File: src/rtl/instruction_fetch_pkg.sv
// mips_fetch_pkg: shared definitions for the instruction fetch stage.
//   WORD_W        : datapath width (instruction words and addresses)
//   word_t        : one instruction word or byte address
//   NOP, RESET_PC : IF/ID contents after reset or flush
//   ST_*          : fetch FSM state encodings
package mips_fetch_pkg;

  localparam int WORD_W = 32;

  typedef logic [WORD_W-1:0] word_t;

  // sll $0,$0,0
  localparam word_t NOP      = 32'h0000_0000;
  localparam word_t RESET_PC = 32'h0000_0000;

  typedef logic [1:0] fetch_state_t;

  localparam fetch_state_t ST_IDLE  = 2'd0;
  localparam fetch_state_t ST_FETCH = 2'd1;
  localparam fetch_state_t ST_HOLD  = 2'd2;
  localparam fetch_state_t ST_DRAIN = 2'd3;

endpackage

File: src/rtl/instruction_fetch_if.sv
// instruction_fetch_if: request/acknowledge read bus between the fetch stage
// and instruction memory.
//   req   : read request, held until ack
//   addr  : word-aligned read address, stable while req is high
//   ack   : one-cycle completion pulse
//   rdata : instruction word, valid in the ack cycle
interface instruction_fetch_if;
  import mips_fetch_pkg::*;

  logic  req;
  word_t addr;
  logic  ack;
  word_t rdata;

  modport master (output req, output addr, input ack, input rdata);
  modport slave  (input req, input addr, output ack, output rdata);

endinterface

File: src/rtl/instruction_fetch_holding.sv
// fetch_holding_register: one-entry skid buffer for a fetched word that
// arrived while IF/ID was blocked.
//   clock, reset   : clock, async active-high reset
//   load           : capture in_word/in_pc
//   drain          : entry consumed by IF/ID
//   clear          : entry discarded (flush)
//   in_word, in_pc : word and its address
//   valid, word, pc: buffered entry
module fetch_holding_register
  import mips_fetch_pkg::*;
(
  input  logic  clock,
  input  logic  reset,
  input  logic  load,
  input  logic  drain,
  input  logic  clear,
  input  word_t in_word,
  input  word_t in_pc,
  output logic  valid,
  output word_t word,
  output word_t pc
);

  always_ff @(posedge clock or posedge reset) begin
    if (reset) begin
      valid <= 1'b0;
      word  <= NOP;
      pc    <= RESET_PC;
    end else if (clear || drain) begin
      valid <= 1'b0;
    end else if (load) begin
      valid <= 1'b1;
      word  <= in_word;
      pc    <= in_pc;
    end
  end

endmodule

File: src/rtl/instruction_fetch.sv
// instruction_fetch: fetch stage between the PC register and IF/ID.
//   clock, reset       : clock, async active-high reset
//   pc                 : current PC
//   next_address       : value the PC loads when pc_hold is low
//   pc_hold            : 1 = PC keeps its value this cycle
//   imem               : instruction memory req/ack bus (master side)
//   stall              : decode cannot accept a new IF/ID entry
//   flush              : discard IF/ID, buffered word and in-flight fetch
//   branch_taken/target: redirect request (always with flush)
//   if_valid, if_instr, if_pc, if_pc_plus4 : IF/ID pipeline register
//
// state | meaning
// IDLE  | out of reset, no request yet
// FETCH | request outstanding for pc
// HOLD  | word buffered, IF/ID blocked by stall
// DRAIN | flushed fetch still in flight, its data will be dropped
module instruction_fetch
  import mips_fetch_pkg::*;
(
  input  logic  clock,
  input  logic  reset,
  input  word_t pc,
  output word_t next_address,
  output logic  pc_hold,
  instruction_fetch_if.master imem,
  input  logic  stall,
  input  logic  flush,
  input  logic  branch_taken,
  input  word_t branch_target,
  output logic  if_valid,
  output word_t if_instr,
  output word_t if_pc,
  output word_t if_pc_plus4
);

  fetch_state_t state, state_nxt;

  logic  slot_free;
  logic  fetch_ack, drain_ack;
  logic  take_fetch, take_buf, to_buf;
  logic  redir_valid;
  word_t redir_target;
  logic  buf_valid;
  word_t buf_word, buf_pc;

  assign slot_free = !if_valid || !stall;
  assign fetch_ack = (state == ST_FETCH) && imem.ack;
  assign drain_ack = (state == ST_DRAIN) && imem.ack;

  // Flush beats both a captured ack and a pending buffer transfer.
  assign take_fetch = fetch_ack && !flush && slot_free;
  assign to_buf     = fetch_ack && !flush && !slot_free;
  assign take_buf   = (state == ST_HOLD) && buf_valid && !flush && slot_free;

  assign imem.req  = (state == ST_FETCH) || (state == ST_DRAIN);
  assign imem.addr = {pc[31:2], 2'b00};

  // The PC moves once per completed fetch; IDLE/HOLD have nothing in flight,
  // so a flush there may redirect immediately.
  assign pc_hold = reset ||
                   !(fetch_ack || drain_ack ||
                     (flush && ((state == ST_IDLE) || (state == ST_HOLD))));

  assign next_address = branch_taken ? branch_target :
                        redir_valid  ? redir_target  :
                                       pc + 32'd4;

  always_comb begin
    state_nxt = state;
    case (state)
      ST_IDLE:  state_nxt = ST_FETCH;
      ST_FETCH: begin
        if (flush) begin
          if (!imem.ack) state_nxt = ST_DRAIN;
        end else if (imem.ack && !slot_free) begin
          state_nxt = ST_HOLD;
        end
      end
      ST_HOLD:  if (flush || slot_free) state_nxt = ST_FETCH;
      ST_DRAIN: if (imem.ack) state_nxt = ST_FETCH;
      default:  state_nxt = ST_IDLE;
    endcase
  end

  always_ff @(posedge clock or posedge reset) begin
    if (reset) state <= ST_IDLE;
    else       state <= state_nxt;
  end

  // A redirect seen while the PC is held is remembered until the PC moves.
  always_ff @(posedge clock or posedge reset) begin
    if (reset) begin
      redir_valid  <= 1'b0;
      redir_target <= RESET_PC;
    end else if (!pc_hold) begin
      redir_valid  <= 1'b0;
    end else if (branch_taken) begin
      redir_valid  <= 1'b1;
      redir_target <= branch_target;
    end
  end

  fetch_holding_register u_hold (
    .clock   (clock),
    .reset   (reset),
    .load    (to_buf),
    .drain   (take_buf),
    .clear   (flush),
    .in_word (imem.rdata),
    .in_pc   (pc),
    .valid   (buf_valid),
    .word    (buf_word),
    .pc      (buf_pc)
  );

  always_ff @(posedge clock or posedge reset) begin
    if (reset) begin
      if_valid    <= 1'b0;
      if_instr    <= NOP;
      if_pc       <= RESET_PC;
      if_pc_plus4 <= RESET_PC + 32'd4;
    end else if (flush) begin
      if_valid    <= 1'b0;
      if_instr    <= NOP;
    end else if (take_fetch) begin
      if_valid    <= 1'b1;
      if_instr    <= imem.rdata;
      if_pc       <= pc;
      if_pc_plus4 <= pc + 32'd4;
    end else if (take_buf) begin
      if_valid    <= 1'b1;
      if_instr    <= buf_word;
      if_pc       <= buf_pc;
      if_pc_plus4 <= buf_pc + 32'd4;
    end else if (!stall) begin
      // entry consumed by decode and nothing new arrived
      if_valid    <= 1'b0;
    end
  end

endmodule

File: src/flat_wrapper.sv
// flat-port wrapper written by rule: the top's interface ports become plain ports
module instruction_fetch_flat import mips_fetch_pkg::*;
  (clock, reset, pc, next_address, pc_hold, stall, flush, branch_taken, branch_target, if_valid, if_instr, if_pc, if_pc_plus4, imem_req, imem_addr, imem_ack, imem_rdata);
  instruction_fetch_if imem_i ();
  input  logic clock;
  input  logic reset;
  input  word_t pc;
  output word_t next_address;
  output logic pc_hold;
  input  logic stall;
  input  logic flush;
  input  logic branch_taken;
  input  word_t branch_target;
  output logic if_valid;
  output word_t if_instr;
  output word_t if_pc;
  output word_t if_pc_plus4;
  output wire logic [$bits(imem_i.req)-1:0] imem_req;
  output wire logic [$bits(imem_i.addr)-1:0] imem_addr;
  input wire logic [$bits(imem_i.ack)-1:0] imem_ack;
  input wire logic [$bits(imem_i.rdata)-1:0] imem_rdata;
  assign imem_req = imem_i.req;
  assign imem_addr = imem_i.addr;
  assign imem_i.ack = imem_ack;
  assign imem_i.rdata = imem_rdata;
  instruction_fetch u_core (.clock(clock), .reset(reset), .pc(pc), .next_address(next_address), .pc_hold(pc_hold), .imem(imem_i), .stall(stall), .flush(flush), .branch_taken(branch_taken), .branch_target(branch_target), .if_valid(if_valid), .if_instr(if_instr), .if_pc(if_pc), .if_pc_plus4(if_pc_plus4));
endmodule
File: config.mk
export PLATFORM = sky130hd
export DESIGN_NAME = instruction_fetch_flat
export DESIGN_NICKNAME = d
export VERILOG_FILES = /design/src/rtl/instruction_fetch_pkg.sv /design/src/rtl/instruction_fetch_if.sv /design/src/rtl/instruction_fetch_holding.sv /design/src/rtl/instruction_fetch.sv /design/src/flat_wrapper.sv
export SDC_FILE = /design/constraint.sdc
export NUM_CORES = 1
export LEC_CHECK = 0
export CAP_MARGIN = 30
export CORE_MARGIN = 8
export CORE_UTILIZATION = 35
export DETAILED_ROUTE_END_ITERATION = 10
export RECOVER_POWER = 50
export SYNTH_ARGS = -nofsm -noshare
export SYNTH_HDL_FRONTEND = slang
export SYNTH_SLANG_ARGS = --single-unit
File: constraint.sdc
create_clock -name clock -period 7.1 [get_ports clock]
set_clock_uncertainty 0.15 [all_clocks]
set_input_delay 0.71 -clock clock [delete_from_list [all_inputs] [get_ports clock]]
set_output_delay 0.71 -clock clock [all_outputs]
set_load 0.02 [all_outputs]
==> summary.txt <==
Final Cycle Share - 0.6480
Hold WC Path Type - flop to flop
register area share after synthesis - 0.4761
leading area contributor after synthesis - dfrtp_1
Tot Pwr - 3.454 mW
Post-CTS Setup Bufs - 0
leakage - 5.994 nW
internal power - 2.270 mW
crit-path leading delay family - buffers and inverters
Final setup viols - 0
failing checks - max-capacitance violations, max-slew violations
setup_tns - 0 ns
Slew HR - -1.244
post-synth design cell area - 0.01025 mm^2
Register-to-Register Path Depth - 5
Worst EP required - 6.24 ns
aggregate global routing overflow - 0
fin area - 0.01348 mm^2
placed cell areas - 0.01293 mm^2
Synth Instances - 974
vias - 8007
number of synthesized flops with an enable pin - 0
layout cell share with drive strength beyond 1 - 0.1266
cts bufs inserted - 17
die width - 187.1 um
yosys warns - 0
final wirelength - 31140 um
Clock Power Share - 0.278
Post-DP HPWL - 22390 um
ANT nets after route - 0
synthesized flop and latch total - 195
Primary FF master, synth - dfrtp_1
critical path's slowest cell - clkbuf_1
Max Freq - 0.2173 GHz
Die ar. - 0.03502 mm^2
Area Growth Syn to Fin - 31.53%
initial antenna violation count - 0
CTS Buffer Depth - 2
commonest cells after routing, fill and taps aside - dfrtp_1, clkdlybuf4s50_1, nand2_1
CTS Root Cell - clkbuf_16
Clock Sinks - 195
htree depth - 4
worst vdd rail ir drop - 133.5 uV
Via-to-Cell Ratio - 5.103
sequential share of power - 0.430
port bufs - 262
Post-CTS Resized - 0
Rows - 62
Reg2Reg Capture Point - u_core.if_instr[25]
commonest non-fill, non-tap cell in the layout - dfrtp_1
cells along the critical path - dlygate4sd3_1, clkbuf_1, mux2i_1, nor2_1, inv_1, clkdlybuf4s50_1
largest net degree at the start of global routing - 93
fin util - 0.4685
Final min period - 4.601 ns
post-synth cell types - 53
first-pass GRT wire length - 49290 um
CTS tree - done
core area - 0.02878 mm^2
Die Span Y - 187.1 um
initial cell density of the core - 0.3562
fin. max-slew vios - 113
clock-pin slew on the worst setup and hold paths - 0.07 ns
clk_lat worst skew - 0.43 ns
Hold Path Stages - 2
Mapped Avg Cell Area - 10.52 um^2
post-synth top area share - 0.4736
initial drt markers - 547
ranking of synthesized cells by area - dfrtp_1, mux2_2, mux2i_1
r2r startpoint - u_core.state[0]
final hold vios - 0
first-pass detailed-route iteration total - 6
Final Wtd Congestion - 0.7982
wire per inst - 19.85 um
critical path class - primary input to output port
vias in the first global route - 8348
Tightest Pin Transition - 3.348 ns
Largest stage delay, worst path - 1.33 ns
Async SR Flop Fraction - 1.000
CTS Hold Bufs - 0
RSZ-0062 raised after global routing - no
hold wc startpoint - u_core.if_pc_plus4[2]
worst reg-to-reg setup slack - 4.08 ns
Final #Nets - 1276
Critical Path Fanout Max - 41
count of max-cap constraint violations - 2
number of antenna diodes - 0
DRC - 0
switching pwr - 1.183 mW
Startpoint Class - primary input
Ports - 265
Critical path buffers and inverters - 4
Comb power frac - 0.293
sw frac - 0.3426
status - complete, but fails checks
Pwr Density - 256.1 mW/mm^2
overall routing resource usage - 0.1764
crit end category - output port
Critical Path AT - 3.74 ns
Hold Path Sink - u_core.if_pc_plus4[2]
## how the worst max path moves through the flow
stage / from / depth (start not counted) / slack (ns) / to
CTS: pc[14] / 7 / 2.64 / next_address[31]
finish: flush / 6 / 2.50 / pc_hold
detailed placement: pc[14] / 7 / 2.64 / next_address[31]
global placement: pc[6] / 7 / 2.65 / next_address[17]
global route: flush / 6 / 2.26 / pc_hold
floorplan: reset / 1 / 0.93 / u_core.if_instr[0]
## layout make-up
| class | count | area (um^2) |
|---|---|---|
| Multi-Input combinational cell | 666 | 4745 |
| Fill cell | 2700 | 15300 |
| Inverter | 18 | 68.82 |
| Clock buffer | 18 | 429.2 |
| Sequential cell | 195 | 4881 |
| Tap cell | 384 | 480.5 |
| Timing Repair Buffer | 274 | 2741 |
| Clock inverter | 14 | 137.6 |
## cell families (layout without fill, tap and decap cells)
| kind of cell | Yosys count | after routing | synth area share |
|---|---|---|---|
| compound gates | 164 | 164 | 0.08849 |
| flops | 195 | 195 | 0.4761 |
| mux | 177 | 177 | 0.1839 |
| buf+inv | 114 | 324 | 0.06347 |
| simple gates | 270 | 270 | 0.1416 |
| other cells | 1 | 2 | 0.0003658 |
| xor+xnor | 51 | 51 | 0.04357 |
| fa+ha+maj | 2 | 2 | 0.002441 |
## metrics by stage
| stage | instances | setup slack [ns] | hold slack (ns) |
|---|---|---|---|
| after floorplan | 975 | 0.9294 | 0.3008 |
| after global placement | 1534 | 2.653 | 0.2979 |
| after detailed placement | 1537 | 2.641 | 0.3001 |
| after CTS | 1569 | 2.640 | 0.3130 |
| after global routing | 1569 | 2.259 | 0.3330 |
| final | 1569 | 2.499 | 0.3076 |
## tightest hold or removal path, delay by kind of cell, from the launching register on
kind	cells	cell delay [ns]
flops	1	0.37
simple gates	2	0.09
## registers in the layout, indices dropped and copies added, names as in the netlist
name and flops:
u_core.state 2, u_core.if_valid 1, u_core.u_hold.pc 32, u_core.if_pc 30, u_core.redir_valid 1, u_core.redir_target 32, u_core.if_pc_plus4 32, u_core.if_instr 32
u_core.u_hold.valid 1, u_core.u_hold.word 32
## power by group through the flow
stage	logic [mW]	clock network, mW	registers (mW)
2_1_floorplan	0.459	0	1.61
3_3_place_gp	1.06	0	1.50
3_5_place_dp	1.07	0	1.51
4_1_cts	1.07	0.991	1.49
5_1_grt	1.10	1.03	1.52
6_report	1.01	0.959	1.48
## metal layers
| metal | wire, um | vias to the layer above | global-route usage |
|---|---|---|---|
| li1 | - | 3834 | - |
| met1 | 13780 | 3956 | 0.2241 |
| met2 | 15280 | 200 | 0.2958 |
| met3 | 1772 | 17 | 0.04884 |
| met4 | 306 | 0 | 0.03665 |
| met5 | 0 | - | 0 |
## cell usage after synthesis (all sizes together) (4+ instances only)
cell and count:
a21oi 26, and3 9, and4 6, buf 67
clkbuf 29, dfrtp 194, inv 17, mux2 91
mux2i 86, nand2 110, nand3 20, nand3b 34
nand4 25, nor2 34, nor3 13, nor4 10
o211ai 4, o21ai 103, o221ai 11, o22ai 12
xnor2 13, xor2 38
Power figures use the tool's default switching activity.
